===== src/rtl/spi_xfer_arbiter_pkg.sv =====
// rtl/spi_xfer_arbiter_pkg.sv - shared constants and FSM encoding for the SPI transfer arbiter
package spi_xfer_arbiter_pkg;

   localparam int SPI_CHAR_LEN_BITS = 5;
   localparam int SPI_MAX_CHAR      = 32;

   typedef enum logic [2:0] {
      ST_IDLE  = 3'd0,
      ST_LOAD  = 3'd1,
      ST_SETUP = 3'd2,
      ST_GO    = 3'd3,
      ST_WAIT  = 3'd4,
      ST_BUSY  = 3'd5,
      ST_HOLD  = 3'd6,
      ST_DONE  = 3'd7
   } xfer_state_e;

   function automatic int idx_width(input int n);
      return (n < 2) ? 1 : $clog2(n);
   endfunction

endpackage


===== src/rtl/spi_rr_arb.sv =====
// rtl/spi_rr_arb.sv - round-robin picker: first active request after the last winner
module spi_rr_arb
   import spi_xfer_arbiter_pkg::*;
#(
   parameter int NREQ = 4,
   parameter int IW   = idx_width(NREQ)
) (
   input  logic [NREQ-1:0] req,
   input  logic [IW-1:0]   last,
   output logic [NREQ-1:0] gnt,
   output logic [IW-1:0]   idx,
   output logic            valid
);

   logic [IW-1:0] cand;

   always_comb begin
      gnt   = '0;
      idx   = '0;
      valid = 1'b0;
      cand  = '0;
      // Offsets 1..NREQ visit every requester once, the previous winner last.
      for (int k = 1; k <= NREQ; k++) begin
         cand = IW'((int'(last) + k) % NREQ);
         if (!valid && req[cand]) begin
            valid     = 1'b1;
            gnt[cand] = 1'b1;
            idx       = cand;
         end
      end
   end

endmodule


===== src/rtl/spi_xfer_arbiter.sv =====
// rtl/spi_xfer_arbiter.sv - shares one spi_shift engine among NREQ requesters with framed slave select
module spi_xfer_arbiter
   import spi_xfer_arbiter_pkg::*;
#(
   parameter int NREQ   = 4,
   parameter int SS_NB  = 8,
   parameter int CS_DLY = 2
) (
   input  logic                           clk,
   input  logic                           rst_n,
   input  logic [NREQ-1:0]                req,
   input  logic [32*NREQ-1:0]             req_data,
   input  logic [SPI_CHAR_LEN_BITS*NREQ-1:0] req_len,
   input  logic [SS_NB*NREQ-1:0]          req_ss,
   output logic [NREQ-1:0]                gnt,
   output logic [NREQ-1:0]                done,
   output logic [31:0]                    rdata,
   output logic [3:0]                     sh_latched,
   output logic [3:0]                     sh_byte_sel,
   output logic [31:0]                    sh_p_in,
   output logic [SPI_CHAR_LEN_BITS-1:0]   sh_len,
   output logic                           sh_go,
   input  logic                           sh_tip,
   input  logic [31:0]                    sh_p_out,
   output logic [SS_NB-1:0]               ss_pad_o
);

   localparam int IW = idx_width(NREQ);
   localparam int LW = SPI_CHAR_LEN_BITS;
   localparam logic [3:0] DLY_LOAD = (CS_DLY == 0) ? 4'd0 : 4'(CS_DLY - 1);

   xfer_state_e     state, state_nxt;
   logic [3:0]      cnt, cnt_nxt;
   logic [IW-1:0]   last;
   logic [IW-1:0]   gnt_idx;
   logic [NREQ-1:0] win_oh;
   logic [IW-1:0]   win_idx;
   logic            win_valid;

   logic [31:0]     data_a [NREQ];
   logic [LW-1:0]   len_a  [NREQ];
   logic [SS_NB-1:0] ss_a  [NREQ];

   always_comb begin
      for (int k = 0; k < NREQ; k++) begin
         data_a[k] = req_data[32*k +: 32];
         len_a[k]  = req_len[LW*k +: LW];
         ss_a[k]   = req_ss[SS_NB*k +: SS_NB];
      end
   end

   spi_rr_arb #(.NREQ(NREQ), .IW(IW)) u_arb (
      .req   (req),
      .last  (last),
      .gnt   (win_oh),
      .idx   (win_idx),
      .valid (win_valid)
   );

   always_ff @(posedge clk or negedge rst_n) begin
      if (!rst_n) begin
         state   <= ST_IDLE;
         cnt     <= '0;
         last    <= IW'(NREQ - 1);
         gnt_idx <= '0;
         gnt     <= '0;
         rdata   <= '0;
      end else begin
         state <= state_nxt;
         cnt   <= cnt_nxt;
         if (state == ST_IDLE && win_valid) begin
            last    <= win_idx;
            gnt_idx <= win_idx;
            gnt     <= win_oh;
         end
         if (state == ST_DONE)
            gnt <= '0;
         if (state == ST_BUSY && !sh_tip)
            rdata <= sh_p_out;
      end
   end

   always_comb begin
      state_nxt = state;
      cnt_nxt   = cnt;
      case (state)
         ST_IDLE:  if (win_valid) state_nxt = ST_LOAD;
         ST_LOAD: begin
            if (CS_DLY == 0) begin
               state_nxt = ST_GO;
            end else begin
               state_nxt = ST_SETUP;
               cnt_nxt   = DLY_LOAD;
            end
         end
         ST_SETUP: begin
            if (cnt == 4'd0) state_nxt = ST_GO;
            else             cnt_nxt   = cnt - 4'd1;
         end
         ST_GO:    state_nxt = ST_WAIT;
         ST_WAIT:  if (sh_tip) state_nxt = ST_BUSY;
         ST_BUSY: begin
            if (!sh_tip) begin
               if (CS_DLY == 0) begin
                  state_nxt = ST_DONE;
               end else begin
                  state_nxt = ST_HOLD;
                  cnt_nxt   = DLY_LOAD;
               end
            end
         end
         ST_HOLD: begin
            if (cnt == 4'd0) state_nxt = ST_DONE;
            else             cnt_nxt   = cnt - 4'd1;
         end
         ST_DONE:  state_nxt = ST_IDLE;
         default:  state_nxt = ST_IDLE;
      endcase
   end

   // Engine-side and pad outputs are pure decodes of state and the latched grant.
   always_comb begin
      sh_latched  = 4'b0000;
      sh_byte_sel = 4'h0;
      sh_p_in     = '0;
      sh_len      = '0;
      sh_go       = 1'b0;
      ss_pad_o    = '1;
      done        = '0;
      if (state == ST_LOAD) begin
         sh_latched  = 4'b0001;
         sh_byte_sel = 4'hF;
         sh_p_in     = data_a[gnt_idx];
      end
      if (state != ST_IDLE)
         sh_len = len_a[gnt_idx];
      if (state == ST_GO)
         sh_go = 1'b1;
      if (state == ST_SETUP || state == ST_GO || state == ST_WAIT ||
          state == ST_BUSY  || state == ST_HOLD)
         ss_pad_o = ~ss_a[gnt_idx];
      if (state == ST_DONE)
         done = gnt;
   end

endmodule


===== config.mk =====
export PLATFORM = sky130hd
export DESIGN_NAME = spi_xfer_arbiter
export DESIGN_NICKNAME = d
export VERILOG_FILES = /design/src/rtl/spi_xfer_arbiter_pkg.sv /design/src/rtl/spi_rr_arb.sv /design/src/rtl/spi_xfer_arbiter.sv
export SDC_FILE = /design/constraint.sdc
export NUM_CORES = 1
export LEC_CHECK = 0
export BUFFER_PORTS_ARGS = -buffer_cell sky130_fd_sc_hd__buf_2
export CAP_MARGIN = 20
export CORE_AREA = 3 3 121 123
export DETAILED_ROUTE_END_ITERATION = 7
export DIE_AREA = 0 0 124 126
export SYNTH_ARGS = -nofsm -noshare
export SYNTH_HDL_FRONTEND = slang
export SYNTH_SLANG_ARGS = --single-unit

===== constraint.sdc =====
create_clock -name clk -period 6.4 [get_ports clk]
set_input_delay 0.64 -clock clk [delete_from_list [all_inputs] [get_ports clk]]
set_output_delay 0.64 -clock clk [all_outputs]
set_load 0.02 [all_outputs]

Word level (Yosys, flattened, before mapping)
Cells that the tools add are included.
{"block": "totals", "regBits": 47, "in_bits": 219, "out_inout_bits": 94, "wordCells": 118}
{"block": "op_classes", "addsub": 5, "order_cmp": 9, "n_eq_ne": 13, "muxes": 55, "bitwise_logic": 5, "n_reduce_logical": 25}
{"op": "$mux 32", "n": 3}
{"op": "$bmux 32 s2", "n": 1}
{"op": "$mux 4", "n": 10}
{"op": "$mux 8", "n": 3}
{"op": "$pmux 3 s8", "n": 1}
{"op": "$bmux 8 s2", "n": 1}
{"op": "$mux 3", "n": 5}
{"op": "$mux 5", "n": 3}
{"op": "$mux 1", "n": 14}
{"op": "$eq 3x3->1 const B", "n": 4}
{"op": "$lt 2x3->1 const B", "n": 4}
{"op": "$ne 2x2->1 const B", "n": 6}
{"op": "$or 4x4->4", "n": 3}
{"op": "$pmux 4 s3", "n": 1}
{"op": "$bmux 5 s2", "n": 1}
{"op": "$logic_and 1x1->1", "n": 9}
{"op": "$bmux 1 s2", "n": 4}
{"op": "$demux 1 s2", "n": 4}
{"op": "$ge 2x1->1 const B", "n": 4}
{"op": "$mux 2", "n": 4}
{"op": "$not 8->8", "n": 1}
{"op": "$eq 3x2->1 const B", "n": 2}
{"op": "$reduce_bool 3->1", "n": 2}
{"op": "$reduce_and 5->1", "n": 1}
{"op": "other kinds (13)", "n": 21}

Depth between registers and ports, before layout
Gate-level depths: netlist of the first run.
{"block": "logic_depth", "depth_word": 16, "depth_mapped": 8, "depth_no_buf": 6}

By module
Synthesis of the first run repeated with hierarchy kept, for this count alone.
{"block": "hier_totals", "hier_cells": 340, "hier_area_um2": 3938.8}
{"module": "spi_xfer_arbiter", "n_inst": 1, "cells_per_inst": 272, "area_per_inst_um2": 3413.3, "seq_area_each_um2": 1178.6}
{"module": "spi_rr_arb", "n_inst": 1, "cells_per_inst": 68, "area_per_inst_um2": 525.5, "seq_area_each_um2": 0.0}

Least setup slack after synthesis of the first run
No wires, ideal clock.
{"block": "synth_timing", "kind": "reg2out", "start": "register state[2]", "end": "output sh_p_in[22]", "arrival_time_ps": 1681, "t_required_ps": 5760, "setup_slack_ps": 4079, "stages_incl_launch_ff": 7, "path_buffers": 3, "cell_sequence": "dfrtp_1 > buf_4 > inv_2 > and3_1 > clkbuf_1 > clkbuf_1 > and2_1"}
{"block": "synth_between", "elab_chain_len": 2}
{"element": "from (decl)", "line": "spi_xfer_arbiter.sv:32", "text": "xfer_state_e state, state_nxt;"}
{"element": "from (signal assigned)", "line": "spi_xfer_arbiter.sv:69", "text": "state <= state_nxt;"}
{"element": "$eq 3x1->1", "line": "spi_xfer_arbiter.sv:130", "text": "if (state == ST_LOAD) begin"}
{"element": "$mux 32", "line": "spi_xfer_arbiter.sv:130"}
{"element": "to (decl)", "line": "spi_xfer_arbiter.sv:20", "text": "output logic [31:0] sh_p_in,"}
No other way between the ends.

Worst setup path after layout of the first run
{"block": "layout_timing", "start": "register gnt_idx[0]", "end": "output sh_p_in[9]"}
{"block": "layout_between", "elab_chain_len": 5}
{"element": "from (decl)", "line": "spi_xfer_arbiter.sv:35", "text": "logic [IW-1:0] gnt_idx;"}
{"element": "from (signal assigned)", "line": "spi_xfer_arbiter.sv:73", "text": "gnt_idx <= win_idx;"}
{"element": "$not 2->3 (not written as such)", "line": "spi_xfer_arbiter.sv:133", "text": "sh_p_in = data_a[gnt_idx];"}
{"element": "$bmux 32 s2", "line": "spi_xfer_arbiter.sv:133"}
{"element": "$mux 32 (not written as such) (2 in series)", "line": "spi_xfer_arbiter.sv:133"}
{"element": "$mux 32", "line": "spi_xfer_arbiter.sv:130"}
No other way between the ends. The select of a mux whose other input is x is not followed.

==> metrics.txt, run 1 <==
status completed; final hold viol count 0; MaxCap Viol Count 0; Register Area 1180 um2; dpl cell area 5550 um2; post-synthesis sequential area ratio 29.8%; worst-skew pair later-pin latency 0.29 ns; unrepaired setup endpoints after global routing false; dpl hpwl 12,300 um; pin count of the biggest net entering global routing 48; CP Cell Sequence buf_4, mux4_2, and2_1, buf_2; DP Cell Count 799; CTS Sinks 47; CTS clk-pin slew, worst paths 0.07 ns; met2 WL 7550 um; Inserted Clock Buffers 5; Final nets 858; core footprint 13,800 um2; row count 43; setup bufs post-CTS 0; DIE WIDTH 124 um; Root Buffer clkbuf_16; initial drt markers 192; most frequent cell after synthesis mux4_2; worst setup path endpoint sh_p_in[9]; post_cts resized 0; Multi-input gate area 2550 um2; drt wl/cell 18.5 um; Detailed Route WL 15,000 um; Pleak 2.84 nW; share of the synthesized area in the top cell type 28.4%; Vert. Die Dim 126 um; Vias/cell 5.06; Synth Flop Type dfrtp_1; Critical Path Start Type register; Area Growth Syn to Fin 44.6%; Mapped Area 3960 um2; PnR Total Power 0.00261 W; CTS tree yes; share of post-route cells with drive strength above 1 65.4%; Synth top cells by count mux4_2, dfrtp_1, and2_1, mux2_2, nand2_1; post-route design area 5730 um2; period utilization 45.8%; HP Class input port to async pin; Async S/R FF share, synth 100%; CP startpoint gnt_idx[0]; io pins 313; initial cell density of the core 28.8%; Worst path max stage delay 0.67 ns; cell count along the critical path 4; peak supply drop 0.201 mV; antenna violations before repair 2; gpl congestion 0.962; Post-Route Setup TNS 0 ns; r2r setup slk 3.87 ns; CP bufs+invs 2; Slew @ Worst Pin 1.03 ns; Cell variety after synth 47; GR Overflow Total 0; die area 15,600 um2; vias in the first global route 4,122; total power per unit cell area 456 nW/um2; Seq cells post-synth 47; delay-heaviest family, CP buffers and inverters; vias 4,101; Top Metal Used met5; number of synthesized flops with an enable pin 0; DRC viols 0; Data arrival, critical path 2.29 ns; Peak Freq 341 MHz; Fillers 1,366; first-pass GRT wire length 21,900 um; Rel. slew slack 31.4%; Slew Viols, Final 0; DR WL met3 1210 um; Max Clock Skew 0.00630 ns; Hold Slack 0.177 ns; crit path max fanout 46; RR Startpoint last[0]; clk buf depth 2; Pre-antenna DRT Iters 5; Tot GR Track Use 17.9%; largest cells by area after synthesis dfrtp_1, mux4_2, mux2_2, and2_1, ha_1; cts hold-fix bufs 0; Finished Layout Cells 810; Setup crit end kind output port; port bufs 309; Gate Count Post-Synth 339; Worst EP required 5.76 ns; yosys warns 0; H-tree depth 2; Tmin final 2.93 ns; critical path's slowest cell mux4_2; Crit Reg-Reg Endpoint gnt[1]; Finish-stage setup viols 0; Mean Syn Cell Area 11.7 um2; area leader, netlist dfrtp_1; Worst Reg-to-Reg Cells 5; critical path type register to output port; Metal-1 WL 5940 um; post-route ant nets 0
-- worst min path at each step --
stage,end,cells after the start
finish,rdata[3],1
global route,rdata[8],1
CTS,cnt[0],1
detailed placement,rdata[31],1
global placement,rdata[7],1
floorplan,cnt[0],0
-- area by class of cell --
cell class	count	area share (%)
Multi-Input combinational cell	254	44.5
Timing Repair Buffer	313	27.7
Sequential cell	47	20.6
Tap cell	180	3.93
Clock buffer	6	2.42
Inverter	6	0.393
Clock inverter	2	0.284
Antenna cell	2	0.0874
-- cells by family (layout without fill, tap and decap cells) --
logic type | Yosys count | in the layout | share of synthesized area (%)
compound gates | 49 | 49 | 7.99
xor+xnor | 3 | 3 | 0.663
fa+ha+maj | 12 | 12 | 3.79
buf+inv | 40 | 327 | 6.03
flops | 47 | 47 | 29.8
mux | 82 | 82 | 36.6
other cells | 1 | 5 | 0.0947
simple gates | 105 | 105 | 15.1
-- placed cells by master (no fill, tap or decap), types with 3 or more instances in the layout --
cell       Yosys  layout
buf_2         11     309
mux4_2        47      47
dfrtp_1       45      43
and2_1        36      36
mux2_2        32      32
nand2_1       20      20
nor2_1        15      15
a21oi_1       14      14
ha_1          12      12
o21ai_0        9       9
nor3_1         8       8
nor2b_1        7       7
nand2b_1       6       6
a31oi_1        5       5
a221oi_1       5       5
clkbuf_16      0       5
inv_1          4       4
o21ai_1        3       3
a22oi_1        3       3
conb_1         1       3
buf_4         10       3
-- power breakdown --
part           switching (W)  total, W  internal (W)
clock               0.000113  0.000269      0.000156
combinational       0.000942   0.00171      0.000766
sequential          0.000184  0.000633      0.000449
total                0.00124   0.00261       0.00137
-- registers in the layout, summed over array words and instances (netlist names) --
signal   cells
last         2
state        3
gnt_idx      2
gnt          4
rdata       32
cnt          4
-- per-layer routing --
metal | vias to the layer above | GRT usage, %
met5 | - | 0
met1 | 2055 | 22.3
met3 | 24 | 3.23
met2 | 175 | 31.5
li1 | 1845 | -
met4 | 2 | 4.77
-- stage by stage --
step	setup slack (ns)	util, %
6_report	3.47	41.6
5_1_grt	3.31	41.6
4_1_cts	3.41	41.4
3_5_place_dp	3.73	40.3
3_3_place_gp	3.72	40.3
2_1_floorplan	4.08	-
-- worst register-to-register path, delay by kind of cell, from the launching register on --
kind            cells  cell delay, ns
compound gates      2            0.48
flops               1            0.80
buf+inv             1            0.22
fa+ha+maj           1            0.48
mux                 1            0.43
No activity file was read; power rests on OpenSTA's default activity.
==> run 2: changes to the inputs <==
Clock period 6.4 ns to 2.7 ns, I/O delays scaled along.
==> metrics.txt, run 2 (synthesis results as in run 1) <==
combinational fraction of design power 67.4%; gpl congestion 0.990; Hold Slack 0.0403 ns; H-tree depth 2; Final nets 864; Pleak 2.88 nW; CP bufs+invs 2; post-place setup slack 0.658 ns; dpl hpwl 12,300 um; Inserted Clock Buffers 5; share of post-route cells with drive strength above 1 65.7%; CTS tree yes; Root Buffer clkbuf_16; Slew @ Worst Pin 0.740 ns; die area 15,600 um2; Area Growth Syn to Fin 46.1%; Critical Path Start Type register; Worst path max stage delay 0.62 ns; Biggest register rdata; DRC viols 0; crit path max fanout 10; Vert. Die Dim 126 um; setup bufs post-CTS 0; worst-skew pair later-pin latency 0.28 ns; io pins 313; final setup margin 0.359 ns; max FFs per register 32; core footprint 13,800 um2; Rel. slew slack 50.6%; final hold viol count 0; CP Cell Sequence inv_2, ha_1, o21ai_1, nand2_1, buf_2; port bufs 309; Tot GR Track Use 17.8%; Peak Freq 427 MHz; Worst EP required 2.43 ns; ant diodes 0; Pre-antenna DRT Iters 4; Setup crit end kind output port; CTS clk-pin slew, worst paths 0.06 ns; total power per unit cell area 1090 nW/um2; Tmin final 2.34 ns; cts hold-fix bufs 0; GR Overflow Total 0; DIE WIDTH 124 um; post_cts resized 0; biggest regs rdata: 32 flops, cnt: 4 flops, gnt: 4 flops; period utilization 86.7%; vias 4,073; Clock power frac 10.9%; Max Clock Skew 0.00468 ns; Finish-stage setup viols 0; Slew Viols, Final 0; critical path type register to output port; vias in the first global route 4,127; commonest non-fill, non-tap cell in the layout buf_2; Post-Route Setup TNS 0 ns; Multi-input gate area 2550 um2; Fillers 1,337; pin count of the biggest net entering global routing 34; Psw 0.00290 W; initial drt markers 267; status completed; unrepaired setup endpoints after global routing false; Vias/cell 5.01; initial cell density of the core 28.8%; row count 43; first-pass GRT wire length 21,800 um; peak supply drop 0.551 mV; delay-heaviest family, CP flip-flops; Detailed Route WL 14,800 um; Seq pwr share 21.7%; P_int 0.00338 W; clk buf depth 2; critical path's slowest cell dfrtp_1; antenna violations before repair 2; HP Class input port to async pin; MaxCap Viol Count 0; Register Area 1180 um2; post-route ant nets 0; commonest non-fill, non-tap cells in the layout buf_2, mux4_2, dfrtp_1; Data arrival, critical path 2.07 ns; switching share of power 46.2%; drt wl/cell 18.2 um; CTS Sinks 47; PnR Total Power 0.00628 W
## run 2: cell types whose count changed in the layout (fill, tap and decap cells not counted)
cell,previous run,this run
clkbuf_8,1,0
clkinv_4,1,0
buf_4,3,8
diode_2,2,0
buf_12,1,2
bufinv_16,0,1
## run 2: layer usage
metal / part of all wire [%] / track usage [%] / vias up
met3: 9.0 / 3.64 / 21
li1: - / - / 1851
met4: 1.3 / 3.22 / 4
met1: 38 / 22.8 / 2000
met2: 51 / 31.0 / 197
met5: 0.18 / 0 / -
## run 2: cell type report
type                            count  area share [%]
Clock buffer                        5            2.16
Multi-Input combinational cell    254            44.1
Sequential cell                    47            20.4
Tap cell                          180            3.89
Inverter                            6           0.389
Timing Repair Buffer              319            28.4
Clock inverter                      2           0.648
## run 2: per-stage QoR
| stage | cells | util, % | instance area (um2) |
|---|---|---|---|
| detailed placement | 806 | 40.9 | 5630 |
| floorplan | 341 | - | 3970 |
| CTS | 813 | 42.0 | 5790 |
| global route | 813 | 42.0 | 5790 |
| global placement | 806 | 40.9 | 5630 |
| finish | 813 | 42.0 | 5790 |
## run 2: worst reg2reg max path: cells and delay by family, from the launching register on
family                   cells  cell delay (ns)
flip-flops                   1             0.53
buffers and inverters        1             0.10
AO/OA/AOI/OAI                2             0.47
adder cells (fa/ha/maj)      1             0.42
multiplexers                 1             0.42
## run 2: worst paths after layout
kind                             startpoint           to  slack (ns)  cells past startpoint
worst max-delay path               state[1]  ss_pad_o[4]        0.36                      5
worst min-delay path                  rst_n     rdata[3]        0.04                      1
worst max register to register      last[0]       gnt[2]        0.63                      5
worst min register to register     rdata[7]     rdata[7]        0.49                      1
max in group asynchronous             rst_n    rdata[19]        2.04                      2
min in group clk                sh_p_out[7]     rdata[7]        0.20                      2
## run 2: power by group through the flow
stage / Clock, W / Sequential, W / Combinational [W]
floorplan: 0 / 0.00159 / 0.00280
global placement: 0 / 0.00136 / 0.00423
detailed placement: 0 / 0.00137 / 0.00427
CTS: 0.000712 / 0.00137 / 0.00429
global route: 0.000744 / 0.00141 / 0.00460
finish: 0.000684 / 0.00136 / 0.00424
==> run 3: changes to the inputs <==
Settings changed: REMOVE_ABC_BUFFERS set to 1.
==> metrics.txt, run 3 (synthesis results as in run 1) <==
dpl hpwl 12,400 um; Root Buffer clkbuf_16; CP startpoint state[1]; final setup margin 0.410 ns; Peak Freq 437 MHz; Tot GR Track Use 17.6%; post-place setup slack 0.693 ns; PnR Total Power 0.00629 W; Final nets 863; Setup crit end kind output port; Vias/cell 4.96; Tmin final 2.29 ns; Area Growth Syn to Fin 46.3%; MaxCap Viol Count 0; total power per unit cell area 1080 nW/um2; Rel. slew slack 57.4%; io pins 313; Slew Viols, Final 0; post_cts resized 0; Critical Path Start Type register; period utilization 84.8%; Data arrival, critical path 2.02 ns; CTS tree yes; final hold viol count 0; Detailed Route WL 14,400 um; setup bufs post-CTS 0; core footprint 13,800 um2; GR Overflow Total 0; gpl congestion 0.894; clk buf depth 2; cts hold-fix bufs 0; crit path max fanout 10; Worst EP required 2.43 ns; Biggest register rdata; commonest non-fill, non-tap cells in the layout buf_2, mux4_2, dfrtp_1; drt wl/cell 17.6 um; critical path type register to output port; DP Cell Count 805; DRC viols 0; Slew @ Worst Pin 0.634 ns; vias 4,043; unrepaired setup endpoints after global routing false; commonest non-fill, non-tap cell in the layout buf_2; first-pass GRT wire length 21,600 um; Finished Layout Cells 815; vias in the first global route 4,212; CTS clk-pin slew, worst paths 0.07 ns; worst-skew pair later-pin latency 0.28 ns; DIE WIDTH 124 um; Vert. Die Dim 126 um; Pre-antenna DRT Iters 4; HP Class input port to async pin; Inserted Clock Buffers 5; antenna violations before repair 5; Max Clock Skew 0.00395 ns; status completed; biggest regs rdata: 32 flops, cnt: 4 flops, gnt: 4 flops; initial drt markers 228; initial cell density of the core 28.8%; Finish-stage setup viols 0; post-route ant nets 0; Pleak 2.88 nW; row count 43; peak supply drop 0.370 mV; H-tree depth 2; Hold Slack 0.00668 ns; share of post-route cells with drive strength above 1 65.7%; die area 15,600 um2; CTS Sinks 47; max FFs per register 32; port bufs 309; RR Startpoint last[0]; pin count of the biggest net entering global routing 34
-- run 3: cell types whose count changed in the layout (fill, tap and decap cells not counted), sizes merged --
cell   before  now
buf       319  318
diode       0    2
inv         6    7
-- run 3: per-stage QoR --
stage | instance area (um2) | TNS [ns] | utilization, %
3_3_place_gp | 5620 | 0 | 40.8
3_5_place_dp | 5620 | 0 | 40.8
6_report | 5800 | 0 | 42.1
2_1_floorplan | 3750 | -13.37 | -
4_1_cts | 5790 | 0 | 42.0
5_1_grt | 5800 | 0 | 42.1
-- run 3: area by class of cell --
cell class,count,area [um2]
Fill cell,1355,7980
Multi-Input combinational cell,254,2550
Timing Repair Buffer,318,1640
Sequential cell,47,1180
Tap cell,180,225
Clock buffer,5,125
Clock inverter,3,46.3
Inverter,6,22.5
Antenna cell,2,5.00
-- run 3: power breakdown --
part | switching [W] | internal (W)
sequential | 0.000311 | 0.00106
clock | 0.000259 | 0.000440
combinational | 0.00233 | 0.00188
total | 0.00290 | 0.00339
-- run 3: per-layer routing --
metal | vias up | GRT usage (%) | wire, um
met5 | - | 0 | 45
met4 | 6 | 4.45 | 272
met3 | 20 | 4.36 | 1110
met2 | 175 | 30.7 | 7230
met1 | 1988 | 21.5 | 5710
li1 | 1854 | - | -
-- run 3: final timing paths --
kind | cells past startpoint | to | slack, ns
min in group clk | 2 | rdata[7] | 0.22
setup / recovery | 5 | ss_pad_o[0] | 0.41
hold reg to reg | 1 | rdata[7] | 0.49
setup reg to reg | 5 | gnt[0] | 0.69
hold / removal | 1 | rdata[26] | 0.007
max in group asynchronous | 2 | rdata[1] | 1.99
-- run 3: critical path, cell delays in order (launching register included) --
cell	delay, ns
dfrtp_1	0.63
inv_2	0.12
ha_1	0.30
o21ai_1	0.34
nand2_1	0.14
buf_2	0.20
